<file path="src/rtl/hamming_pkg.sv">
// rtl/hamming_pkg.sv - Hamming code geometry helpers shared by encoder and decoder; honours HAMMING_SECDED_EN
package hamming_pkg;

  // Smallest R with 2^R >= data_w + R + 1
  function automatic int calc_r(input int data_w);
    int r;
    r = 0;
    for (int i = 7; i >= 1; i--) begin
      if ((1 << i) >= data_w + i + 1) r = i;
    end
    return r;
  endfunction

  // Codeword width, including the overall parity bit when SECDED is built in
  function automatic int code_w(input int data_w);
`ifdef HAMMING_SECDED_EN
    return data_w + calc_r(data_w) + 1;
`else
    return data_w + calc_r(data_w);
`endif
  endfunction

  // Parity bits live at power-of-two code positions
  function automatic bit is_pow2(input int pos);
    return (pos > 0) && ((pos & (pos - 1)) == 0);
  endfunction

  // Data bit index held at a non-power-of-two position: skip the parity slots at or below it
  function automatic int data_idx(input int pos);
    return pos - $clog2(pos + 1) - 1;
  endfunction

endpackage

</file>
<file path="src/rtl/hamming_stream_encoder_if.sv">
// rtl/hamming_stream_encoder_if.sv - Write-path stream bundle for the Hamming encoder
interface hamming_stream_encoder_if #(
  parameter int DATA_W = 8,
  parameter int ADDR_W = 8,
  parameter int CNT_W  = 16
);
  import hamming_pkg::*;

  localparam int CODE_W = code_w(DATA_W);

  logic              in_valid;
  logic              in_ready;
  logic [DATA_W-1:0] data_in;
  logic [ADDR_W-1:0] address_in;
  logic              out_valid;
  logic              out_ready;
  logic [CODE_W-1:0] enc_data;
  logic [ADDR_W-1:0] address_out;
  logic [CNT_W-1:0]  word_cnt;

  modport master (
    output in_valid, data_in, address_in, out_ready,
    input  in_ready, out_valid, enc_data, address_out, word_cnt
  );

  modport slave (
    input  in_valid, data_in, address_in, out_ready,
    output in_ready, out_valid, enc_data, address_out, word_cnt
  );

endinterface

</file>
<file path="src/rtl/hamming_enc_core.sv">
// rtl/hamming_enc_core.sv - Combinational Hamming SEC encoder, overall parity MSB under HAMMING_SECDED_EN
module hamming_enc_core
  import hamming_pkg::*;
#(
  parameter int DATA_W = 8
) (
  input  logic [DATA_W-1:0]         data,
  output logic [code_w(DATA_W)-1:0] code
);
  localparam int R     = calc_r(DATA_W);
  localparam int SEC_W = DATA_W + R;

  logic [SEC_W-1:0] spread;
  logic [SEC_W-1:0] sec;

  // Data bits scattered into their code positions, parity slots left at zero
  for (genvar p = 1; p <= SEC_W; p++) begin : g_spread
    if (is_pow2(p)) begin : g_slot
      assign spread[p-1] = 1'b0;
    end else begin : g_bit
      assign spread[p-1] = data[data_idx(p)];
    end
  end

  // Parity at position 2^k covers every position whose index has bit k set
  for (genvar p = 1; p <= SEC_W; p++) begin : g_code
    if (is_pow2(p)) begin : g_par
      logic [SEC_W-1:0] cov_bits;
      for (genvar q = 1; q <= SEC_W; q++) begin : g_cov
        assign cov_bits[q-1] = ((q / p) % 2 == 1) ? spread[q-1] : 1'b0;
      end
      assign sec[p-1] = ^cov_bits;
    end else begin : g_dat
      assign sec[p-1] = spread[p-1];
    end
  end

`ifdef HAMMING_SECDED_EN
  assign code = {^sec, sec};
`else
  assign code = sec;
`endif

endmodule

</file>
<file path="src/rtl/hamming_stream_encoder.sv">
// rtl/hamming_stream_encoder.sv - Stream Hamming encoder with 2-entry output queue; HAMMING_SECDED_EN adds overall parity
module hamming_stream_encoder
  import hamming_pkg::*;
#(
  parameter int DATA_W = 8,
  parameter int ADDR_W = 8,
  parameter int CNT_W  = 16
) (
  input  logic                   clk,
  input  logic                   reset_n,
  hamming_stream_encoder_if.slave bus
);
  localparam int CODE_W = code_w(DATA_W);

  logic [CODE_W-1:0] code;
  logic [CODE_W-1:0] q_code [2];
  logic [ADDR_W-1:0] q_addr [2];
  logic [1:0]        count;
  logic              rd_ptr;
  logic              wr_ptr;
  logic              accept;
  logic              deliver;
  logic [CNT_W-1:0]  cnt;

  hamming_enc_core #(.DATA_W(DATA_W)) u_core (
    .data (bus.data_in),
    .code (code)
  );

  // Handshakes come from registered occupancy only, so out_ready never reaches in_ready
  assign bus.in_ready    = (count != 2'd2);
  assign bus.out_valid   = (count != 2'd0);
  assign bus.enc_data    = q_code[rd_ptr];
  assign bus.address_out = q_addr[rd_ptr];
  assign bus.word_cnt    = cnt;

  assign accept  = bus.in_valid && bus.in_ready;
  assign deliver = bus.out_valid && bus.out_ready;
  // Tail slot: same as head when empty, the other slot when one entry is held
  assign wr_ptr  = rd_ptr ^ count[0];

  // Queue storage: the fresh codeword lands in the tail slot on accept
  always_ff @(posedge clk or negedge reset_n) begin
    if (!reset_n) begin
      for (int i = 0; i < 2; i++) begin
        q_code[i] <= '0;
        q_addr[i] <= '0;
      end
    end else if (accept) begin
      q_code[wr_ptr] <= code;
      q_addr[wr_ptr] <= bus.address_in;
    end
  end

  // Occupancy count and head pointer; simultaneous accept and deliver leaves count alone
  always_ff @(posedge clk or negedge reset_n) begin
    if (!reset_n) begin
      count  <= 2'd0;
      rd_ptr <= 1'b0;
    end else begin
      case ({accept, deliver})
        2'b10:   count <= count + 2'd1;
        2'b01:   count <= count - 2'd1;
        default: count <= count;
      endcase
      if (deliver) rd_ptr <= ~rd_ptr;
    end
  end

  // Wrapping count of delivered codewords
  always_ff @(posedge clk or negedge reset_n) begin
    if (!reset_n) begin
      cnt <= '0;
    end else if (deliver) begin
      cnt <= cnt + CNT_W'(1);
    end
  end

  // An unknown in_valid out of reset is a caller bug
  assert property (@(posedge clk) disable iff (!reset_n) !$isunknown(bus.in_valid));

endmodule
</file>
<file path="src/flat_wrapper.sv">
// flat-port wrapper written by rule: the top's interface ports become plain ports
module hamming_stream_encoder_flat import hamming_pkg::*;
#(
  parameter int DATA_W = 8,
  parameter int ADDR_W = 8,
  parameter int CNT_W  = 16
)
  (clk, reset_n, bus_in_valid, bus_data_in, bus_address_in, bus_out_ready, bus_in_ready, bus_out_valid, bus_enc_data, bus_address_out, bus_word_cnt);
  hamming_stream_encoder_if #(.DATA_W(DATA_W), .ADDR_W(ADDR_W), .CNT_W(CNT_W)) bus_i ();
  input  logic clk;
  input  logic reset_n;
  input wire logic [$bits(bus_i.in_valid)-1:0] bus_in_valid;
  input wire logic [$bits(bus_i.data_in)-1:0] bus_data_in;
  input wire logic [$bits(bus_i.address_in)-1:0] bus_address_in;
  input wire logic [$bits(bus_i.out_ready)-1:0] bus_out_ready;
  output wire logic [$bits(bus_i.in_ready)-1:0] bus_in_ready;
  output wire logic [$bits(bus_i.out_valid)-1:0] bus_out_valid;
  output wire logic [$bits(bus_i.enc_data)-1:0] bus_enc_data;
  output wire logic [$bits(bus_i.address_out)-1:0] bus_address_out;
  output wire logic [$bits(bus_i.word_cnt)-1:0] bus_word_cnt;
  assign bus_i.in_valid = bus_in_valid;
  assign bus_i.data_in = bus_data_in;
  assign bus_i.address_in = bus_address_in;
  assign bus_i.out_ready = bus_out_ready;
  assign bus_in_ready = bus_i.in_ready;
  assign bus_out_valid = bus_i.out_valid;
  assign bus_enc_data = bus_i.enc_data;
  assign bus_address_out = bus_i.address_out;
  assign bus_word_cnt = bus_i.word_cnt;
  hamming_stream_encoder #(.DATA_W(DATA_W), .ADDR_W(ADDR_W), .CNT_W(CNT_W)) u_core (.clk(clk), .reset_n(reset_n), .bus(bus_i));
endmodule
</file>
<file path="config.mk">
export PLATFORM = sky130hd
export DESIGN_NAME = hamming_stream_encoder_flat
export DESIGN_NICKNAME = d
export VERILOG_FILES = /design/src/rtl/hamming_pkg.sv /design/src/rtl/hamming_stream_encoder_if.sv /design/src/rtl/hamming_enc_core.sv /design/src/rtl/hamming_stream_encoder.sv /design/src/flat_wrapper.sv
export SDC_FILE = /design/constraint.sdc
export NUM_CORES = 1
export LEC_CHECK = 0
export ABC_AREA = 1
export CORE_MARGIN = 5
export CORE_UTILIZATION = 50
export CTS_CLUSTER_SIZE = 28
export DETAILED_ROUTE_END_ITERATION = 8
export PLACE_DENSITY_LB_ADDON = 0.25
export SLEW_MARGIN = 20
export SYNTH_ARGS = -nofsm -noshare
export SYNTH_HDL_FRONTEND = slang
export SYNTH_SLANG_ARGS = --single-unit
</file>
<file path="constraint.sdc">
create_clock -name clk -period 2.3 [get_ports clk]
set_clock_uncertainty 0.1 [all_clocks]
set_input_delay 0.46 -clock clk [delete_from_list [all_inputs] [get_ports clk]]
set_output_delay 0.46 -clock clk [all_outputs]
set_load 0.02 [all_outputs]
</file>
Word level (Yosys, flattened, before mapping) --
Index checks and enable logic that the tools add are counted.
Operators by class: add/sub/neg operators 3, multipliers 0, divide/modulo/power cells 0, magnitude comparators 3, equal/unequal tests 3, shift-type cells 0, multiplexer cells 13, bitwise operators 4, reductions and logical operators 9
Operators with widths (number):
- 12-bit two-way mux | 4
- 12-bit parity | 4
- 8-bit two-way mux | 4
- 24-bit bitwise mux | 1
- 16-bit by 1-bit adder with 16-bit output, second input constant | 1
- 16-bit bitwise mux | 1
- 12-bit demux with 1-bit select | 1
- 8-bit demux with 1-bit select | 1
- 2-bit greater-or-equal comparator, second input constant | 2
- 1-bit NOT with 2-bit output | 2
- 2-bit one-hot mux with 2 select lines | 1
- 2-bit nonzero test | 2
- 1-bit logical AND | 3
- 2-bit by 1-bit adder with 2-bit output, second input constant | 1
- 2-bit by 1-bit equality test with 1-bit output, second input constant | 1
- 2-bit equality test, second input constant | 1
- 2-bit by 1-bit less-than comparator with 1-bit output, second input constant | 1
- 2-bit inequality test, second input constant | 1
- 2-bit by 1-bit subtractor with 2-bit output, second input constant | 1
- 1-bit NOT | 1
- 1-bit XOR | 1
Storage, ports and cells: register bits after elaboration 59, bits in latches 0, bits in writable memories 0, ROM bits 0, input bits 20, output and inout bits 38, word-level logic and storage cells 42, memories 0

Longest topological paths before layout --
Gate-level depths: netlist of the first run.
word-level depth 7, depth in mapped cells 9, depth with buffers taken out 8

Modules after synthesis --
From an unflattened synthesis of the first run, not the netlist that was laid out.
Second synthesis, totals: cells, all modules 368, area, all modules 3037.9 um2
Modules (own cells, without submodules):
- hamming_stream_encoder | instances 1, cells each 326, area each 2802.7 um2, seq. area each 1476.4 um2
- hamming_enc_core | instances 1, cells each 42, area each 235.2 um2, seq. area each 0.0 um2

Worst setup path after synthesis of the first run --
No wires, ideal clock.
path kind reg2out, from register u_core.rd_ptr, to output bus_address_out[6], arrival 1135 ps, data required time 1740 ps, slack 605 ps, stages on the path, launching flop included 6, path buffers 2, cells stage by stage dfrtp_1 -> buf_2 -> inv_2 -> buf_1 -> nand2_1 -> nand2_1
On the way: longest elaborated chain between the ends 4
Ends and longest elaborated chain:
- start, declared | RTL line hamming_stream_encoder.sv:19 | logic rd_ptr;
- start signal, assigned | RTL line hamming_stream_encoder.sv:66 | if (deliver) rd_ptr <= ~rd_ptr;
- 1-bit NOT with 2-bit output (implied by the code) | RTL line hamming_stream_encoder.sv:34 | assign bus.address_out = q_addr[rd_ptr];
- 8-bit two-way mux (implied by the code) (3 in a row) | RTL line hamming_stream_encoder.sv:34
- end, declared | RTL line flat_wrapper.sv:19 | output wire logic [$bits(bus_i.address_out)-1:0] bus_address_out;
No other way between the ends. The select of a mux whose other input is x is not followed.

Worst setup path after layout of the first run --
from register u_core.count[0], to output bus_out_valid
On the way: longest elaborated chain between the ends 1
Ends and longest elaborated chain:
- start, declared | RTL line hamming_stream_encoder.sv:18 | logic [1:0] count;
- start signal, assigned | RTL line hamming_stream_encoder.sv:62 | 2'b10: count <= count + 2'd1;
- start signal, assigned | RTL line hamming_stream_encoder.sv:63 | 2'b01: count <= count - 2'd1;
- start signal, assigned | RTL line hamming_stream_encoder.sv:64 | default: count <= count;
- 2-bit nonzero test | RTL line hamming_stream_encoder.sv:32 | assign bus.out_valid = (count != 2'd0);
- end, declared | RTL line flat_wrapper.sv:17 | output wire logic [$bits(bus_i.out_valid)-1:0] bus_out_valid;
No other way between the ends.

==> flow_summary.toml, run 1 <==
[final_layout]
multi_input_area_sq_um = 1370
fillers = 505
drive_gt1_frac = 0.155
final_cell_mix = "nand2_1, dfrtp_1, inv_1, clkdlybuf4s50_1, o21ai_2"
syn2layout_area_growth_pct = 27.0
seq_area_sq_um = 1480
stdcell_area_sq_um = 3930
layout.nets = 457
final_common_cell = "nand2_1"
num_antenna_cells = 0
instances_no_fill = 515

[worst_setup_path]
path_max_fanout = 7
crit_required_ns = 1.74
worst-setup-path-type = "reg -> out"
reg2regPathDepth = 6
worstSetupEndpointType = "output port"
crit_path_start_kind = "flip-flop"
cp_data_arrival_time_ns = 1.61

[floorplanning]
die_w_um = 88.6
core_area_sq_um = 5960
rows = 28
start_util = 0.519
die_area_sq_um = 7860
ios = 58
die_h_um = 88.6

[drt]
vias = 2515
drc = 0
drtIter0Drc = 117
vias_per_cell = 4.88
dr.pass1.iters = 4
routed_wl_um = 6550
wl_per_cell_um = 12.7
antenna_left = 0

[sta]
hold_violations = 0
max_freq_mhz = 461
finalSetupViolations = 0
fin_setup_tns_ns = 0
period_minus_slack_ns = 2.17
slew_headroom = 0.513
rsz0062_at_grt = "false"
worst_slew_pin_slew_ns = 0.729
whs_ns = 0.0239
final-max-slew-violation-count = 0
min_period_over_period = 0.943

[placement]
dp_cells = 497
numPortBuffers = 57
place_congestion = 0.872
postPlaceCellArea_sq_um = 3700
dpl.hpwl_um = 4570

[yosys]
ys_async_sr_fraction = 1.00
avgSynthCellArea_sq_um = 8.31
ys_warn_count = 0
synth_edf_count = 0
syn_nets = 394
synth_seq_area_share = 0.478
synth_area_leader_cell = "dfrtp_1"
ys_ff_latch = 59
synth_top_flop_cell = "dfrtp_1"
synth_cells = 372
synth_area_sq_um = 3090
synth.distinct_cells = 25
netlist.area_leader.share = 0.478
synth_area_leaders = "dfrtp_1, nand2_1, o21ai_2"

[power_and_ir_drop]
power_density_nw_per_um2 = 1360
ir_drop_mv = 0.742
p_leak_nw = 2.09
p_total_mw = 5.33

[run_status]
outcome = "completed"

[clock_network]
clock_latency_ns = 0.32
root_buffer = "clkbuf_8"
clkTransAtPathRegs_ns = 0.06
h-tree-depth = 3
cts_tree = "built"
cts_sinks = 59
clk_path_buf_depth = 2
cts_buffers = 9

[global_route]
overflow = 0
grt_pass1_wl_um = 11100
antenna_found_initial = 0
grtUsageTotal = 0.183
grt_max_degree = 37
grt_pass1_vias = 2480

[flow_run]
drv_cap = 0

[hold_path]
holdCritPathClass = "in -> async"
==> area by class of cell <==
class	instances	share of cell area
Sequential cell	59	0.377
Multi-Input combinational cell	261	0.348
Timing Repair Buffer	63	0.158
Clock buffer	15	0.0449
Inverter	41	0.0411
Tap cell	75	0.0239
Clock inverter	1	0.00765
==> worst max-delay path: stages (launching register included) <==
cell             delay, ns
dfrtp_2               0.49
nor2_2                0.20
inv_1                 0.06
clkdlybuf4s50_1       0.54
==> worst paths after layout <==
path,startpoint,to,slack (ns)
min reg2reg,u_core.q_code[13]$_DFFE_PN0P_,u_core.q_code[13]$_DFFE_PN0P_,0.38
max,u_core.count[0]$_DFFE_PN0P_,bus_out_valid,0.13
min in group clk,u_core.q_code[13]$_DFFE_PN0P_,u_core.q_code[13]$_DFFE_PN0P_,0.38
min,reset_n,u_core.q_addr[3]$_DFFE_PN0P_,0.02
max reg2reg,u_core.rd_ptr$_DFFE_PN0P_,u_core.q_code[2]$_DFFE_PN0P_,0.42
max in group asynchronous,reset_n,u_core.count[0]$_DFFE_PN0P_,1.48
==> cell families after synthesis <==
family | count (synthesis) | synth area share
buffers and inverters | 52 | 0.0813
DFF | 59 | 0.478
AOI/OAI and AO/OA | 40 | 0.104
and+or+nand+nor | 201 | 0.272
adders and majority gates | 2 | 0.00809
xor gates and xnor gates | 18 | 0.0571
==> per-stage QoR <==
stage / utilization / worst slack (ns)
6_report: 0.659 / 0.130
5_1_grt: 0.659 / 0.0460
4_1_cts: 0.655 / 0.000766
3_5_place_dp: 0.621 / 0.172
3_3_place_gp: 0.621 / 0.200
2_1_floorplan: - / 0.605
==> registers in the layout, indices dropped and copies added, names as in the netlist <==
| register | count |
|---|---|
| u_core.q_code | 24 |
| u_core.bus.word_cnt | 16 |
| u_core.count | 2 |
| u_core.rd_ptr | 1 |
| u_core.q_addr | 16 |
==> cells in the mapped netlist, types with 2 or more instances <==
cell	count
nand2_1	158
dfrtp_1	59
inv_1	36
o21ai_2	32
nand3_1	16
nor2_1	16
xnor2_1	9
xor2_1	8
buf_6	7
o21ai_0	6
inv_2	4
nand4_1	3
nor2_4	3
clkbuf_1	2
ha_1	2
nand2_4	2
==> per-layer routing <==
layer | up-vias | track usage | share of wire
met3 | 7 | 0.0531 | 0.059
met5 | - | 0 | 0
met4 | 0 | 0.0701 | 0.011
met1 | 1181 | 0.227 | 0.44
met2 | 60 | 0.303 | 0.49
li1 | 1267 | - | -
==> power breakdown <==
group	internal, mW	switching (mW)
logic	1.04	1.55
clock network	0.591	0.375
registers	1.47	0.300
total	3.10	2.23
==> timing repair <==
action	in CTS	in global routing
hold buffers	0	0
buffers inserted	1	1
cloned	0	0
resized for setup	18	7
setup endpoints to repair	19	7
Power figures use the tool's default switching activity.
==> run 2, diff against run 1 <==
--- a/config.mk
+++ b/config.mk
@@ -11,6 +11,7 @@
 export CTS_CLUSTER_SIZE = 28
 export DETAILED_ROUTE_END_ITERATION = 8
 export PLACE_DENSITY_LB_ADDON = 0.25
+export SKIP_LAST_GASP = 1
 export SLEW_MARGIN = 20
 export SYNTH_ARGS = -nofsm -noshare
 export SYNTH_HDL_FRONTEND = slang
==> run 2 against run 1 <==
- the flow now finishes with violations (setup timing)
- power is 2.2% higher
- maximum frequency shrank 6.4%
- non-clock buffer count down 1
- wire length down 0.15%
- combinational power up 4%
- final area grew 0.19%
- critical path depth grew 1
- global-route usage unchanged
- hold slack lost 0.00094 ns
- sequential power hardly changed
- first-iteration DRC count grew 23%
- largest power group unchanged
==> flow_summary.toml, run 2 (synthesized netlist as in run 1, its figures left out) <==
[run_status]
outcome = "finished, violations left"
failed_checks = "setup timing"

[worst_setup_path]
path_max_fanout = 11
crit_path_start_kind = "flip-flop"
crit_chain = "buf_4, nand2_1, nand2_1, clkdlybuf4s50_1"
reg2reg_slack_ns = 0.40
crit_required_ns = 1.74
cp_slowest_cell = "clkdlybuf4s50_1"
cp_data_arrival_time_ns = 1.76
worstSetupEndpointType = "output port"
worst-setup-path-type = "reg -> out"
critPathMaxStageDelay_ns = 0.59
crit_top_cell = "nand2_1"
critPathBufInv = 2
cp_top_family = "buffers and inverters"

[floorplanning]
core_area_sq_um = 5960
ios = 58
die_area_sq_um = 7860
rows = 28
die_h_um = 88.6
start_util = 0.519
die_w_um = 88.6

[final_layout]
layout.nets = 456
finish.utilization = 0.661
final_common_cell = "nand2_1"
largest_reg_flops = 24
fillers = 493
max_flop_register = "u_core.q_code"
num_antenna_cells = 0
drive_gt1_frac = 0.153
final_cell_mix = "nand2_1, dfrtp_1, clkdlybuf4s50_1"
syn2layout_area_growth_pct = 27.3

[clock_network]
cts_buffers = 9
clkTransAtPathRegs_ns = 0.06
cts_tree = "built"
root_buffer = "clkbuf_8"
cts_sinks = 59
h-tree-depth = 3
clock_latency_ns = 0.32
holdBufCountCts = 0
clk_path_buf_depth = 2

[drt]
vias = 2499
antenna_left = 0
drc = 0
routed_wl_um = 6540
vias_per_cell = 4.86
dr.pass1.iters = 4
drtIter0Drc = 144
wl_per_cell_um = 12.7

[global_route]
antenna_found_initial = 0
grt_pass1_wl_um = 11100
overflow = 0
grt_max_degree = 37
grt_pass1_vias = 2480
grtUsageTotal = 0.183

[sta]
worst_slew_pin_slew_ns = 0.746
period_minus_slack_ns = 2.32
final-max-slew-violation-count = 0
worst_slack_ns = -0.0188
slew_headroom = 0.502
finalSetupViolations = 7
min_period_over_period = 1.01
max_freq_mhz = 431
rsz0062_at_grt = "true"
hold_violations = 0

[hold_path]
holdCritPathClass = "in -> async"

[placement]
dpl.hpwl_um = 4570
place_ws_ns = 0.172
numPortBuffers = 57
place_congestion = 0.872

[flow_run]
drv_cap = 0

[power_and_ir_drop]
p_leak_nw = 2.03
power_density_nw_per_um2 = 1380
ir_drop_mv = 0.741
==> run 2: power by group <==
group	leakage [nW]	switching [mW]	internal, mW	total, mW
logic	1.19	1.56	1.15	2.71
registers	0.739	0.300	1.47	1.76
clock network	0.104	0.377	0.591	0.968
==> run 2: stage by stage <==
step                      hold slack, ns  TNS [ns]  instances  area [sq um]  power, mW
after floorplan                   0.0644         0        372          3090       3.64
after global placement             0.364         0        497          3700       4.44
after detailed placement           0.365         0        497          3700       4.49
after CTS                         0.0339    -0.211        514          3920       5.51
after global routing              0.0598     -1.41        514          3940       5.84
final                             0.0229   -0.0447        514          3940       5.44
==> run 2: what timing repair did <==
item	4_1_cts	5_1_grt
pin swaps	0	0
buffers inserted	1	0
gates cloned	0	0
setup endpoints to repair	19	21
endpoints found under the hold margin	0	0
resized for setup	4	6
==> run 2: final timing paths <==
check / from / to / cells after the start
max in group asynchronous: reset_n / u_core.count[0]$_DFFE_PN0P_ / 2
min: reset_n / u_core.q_addr[3]$_DFFE_PN0P_ / 1
max reg2reg: u_core.rd_ptr$_DFFE_PN0P_ / u_core.q_code[2]$_DFFE_PN0P_ / 6
max: u_core.rd_ptr$_DFFE_PN0P_ / bus_enc_data[10] / 4
min reg2reg: u_core.q_code[13]$_DFFE_PN0P_ / u_core.q_code[13]$_DFFE_PN0P_ / 2
min in group clk: u_core.q_code[13]$_DFFE_PN0P_ / u_core.q_code[13]$_DFFE_PN0P_ / 2
==> run 2: routing by layer <==
metal	vias to the layer above	global-route usage	wire, um
met4	0	0.0701	68
met2	68	0.303	3150
met3	8	0.0531	469
met1	1158	0.227	2850
li1	1265	-	-
met5	-	0	0
==> run 2: layout make-up <==
class	instances	area, sq um	share of cell area
well taps	75	93.8	0.0238
inverters	41	161	0.0410
clock buffers	15	176	0.0448
flip-flops and latches	59	1480	0.376
clock inverters	1	30.0	0.00763
repair buffers	62	628	0.160
multi-input cells	261	1370	0.347
==> run 2: worst reg2reg max path: stages, from the launching register on <==
cell and delay, ns:
dfrtp_2 0.48, buf_4 0.20, xnor2_4 0.18, nor2_4 0.07, inv_2 0.55, nand2_1 0.16, o21ai_2 0.09
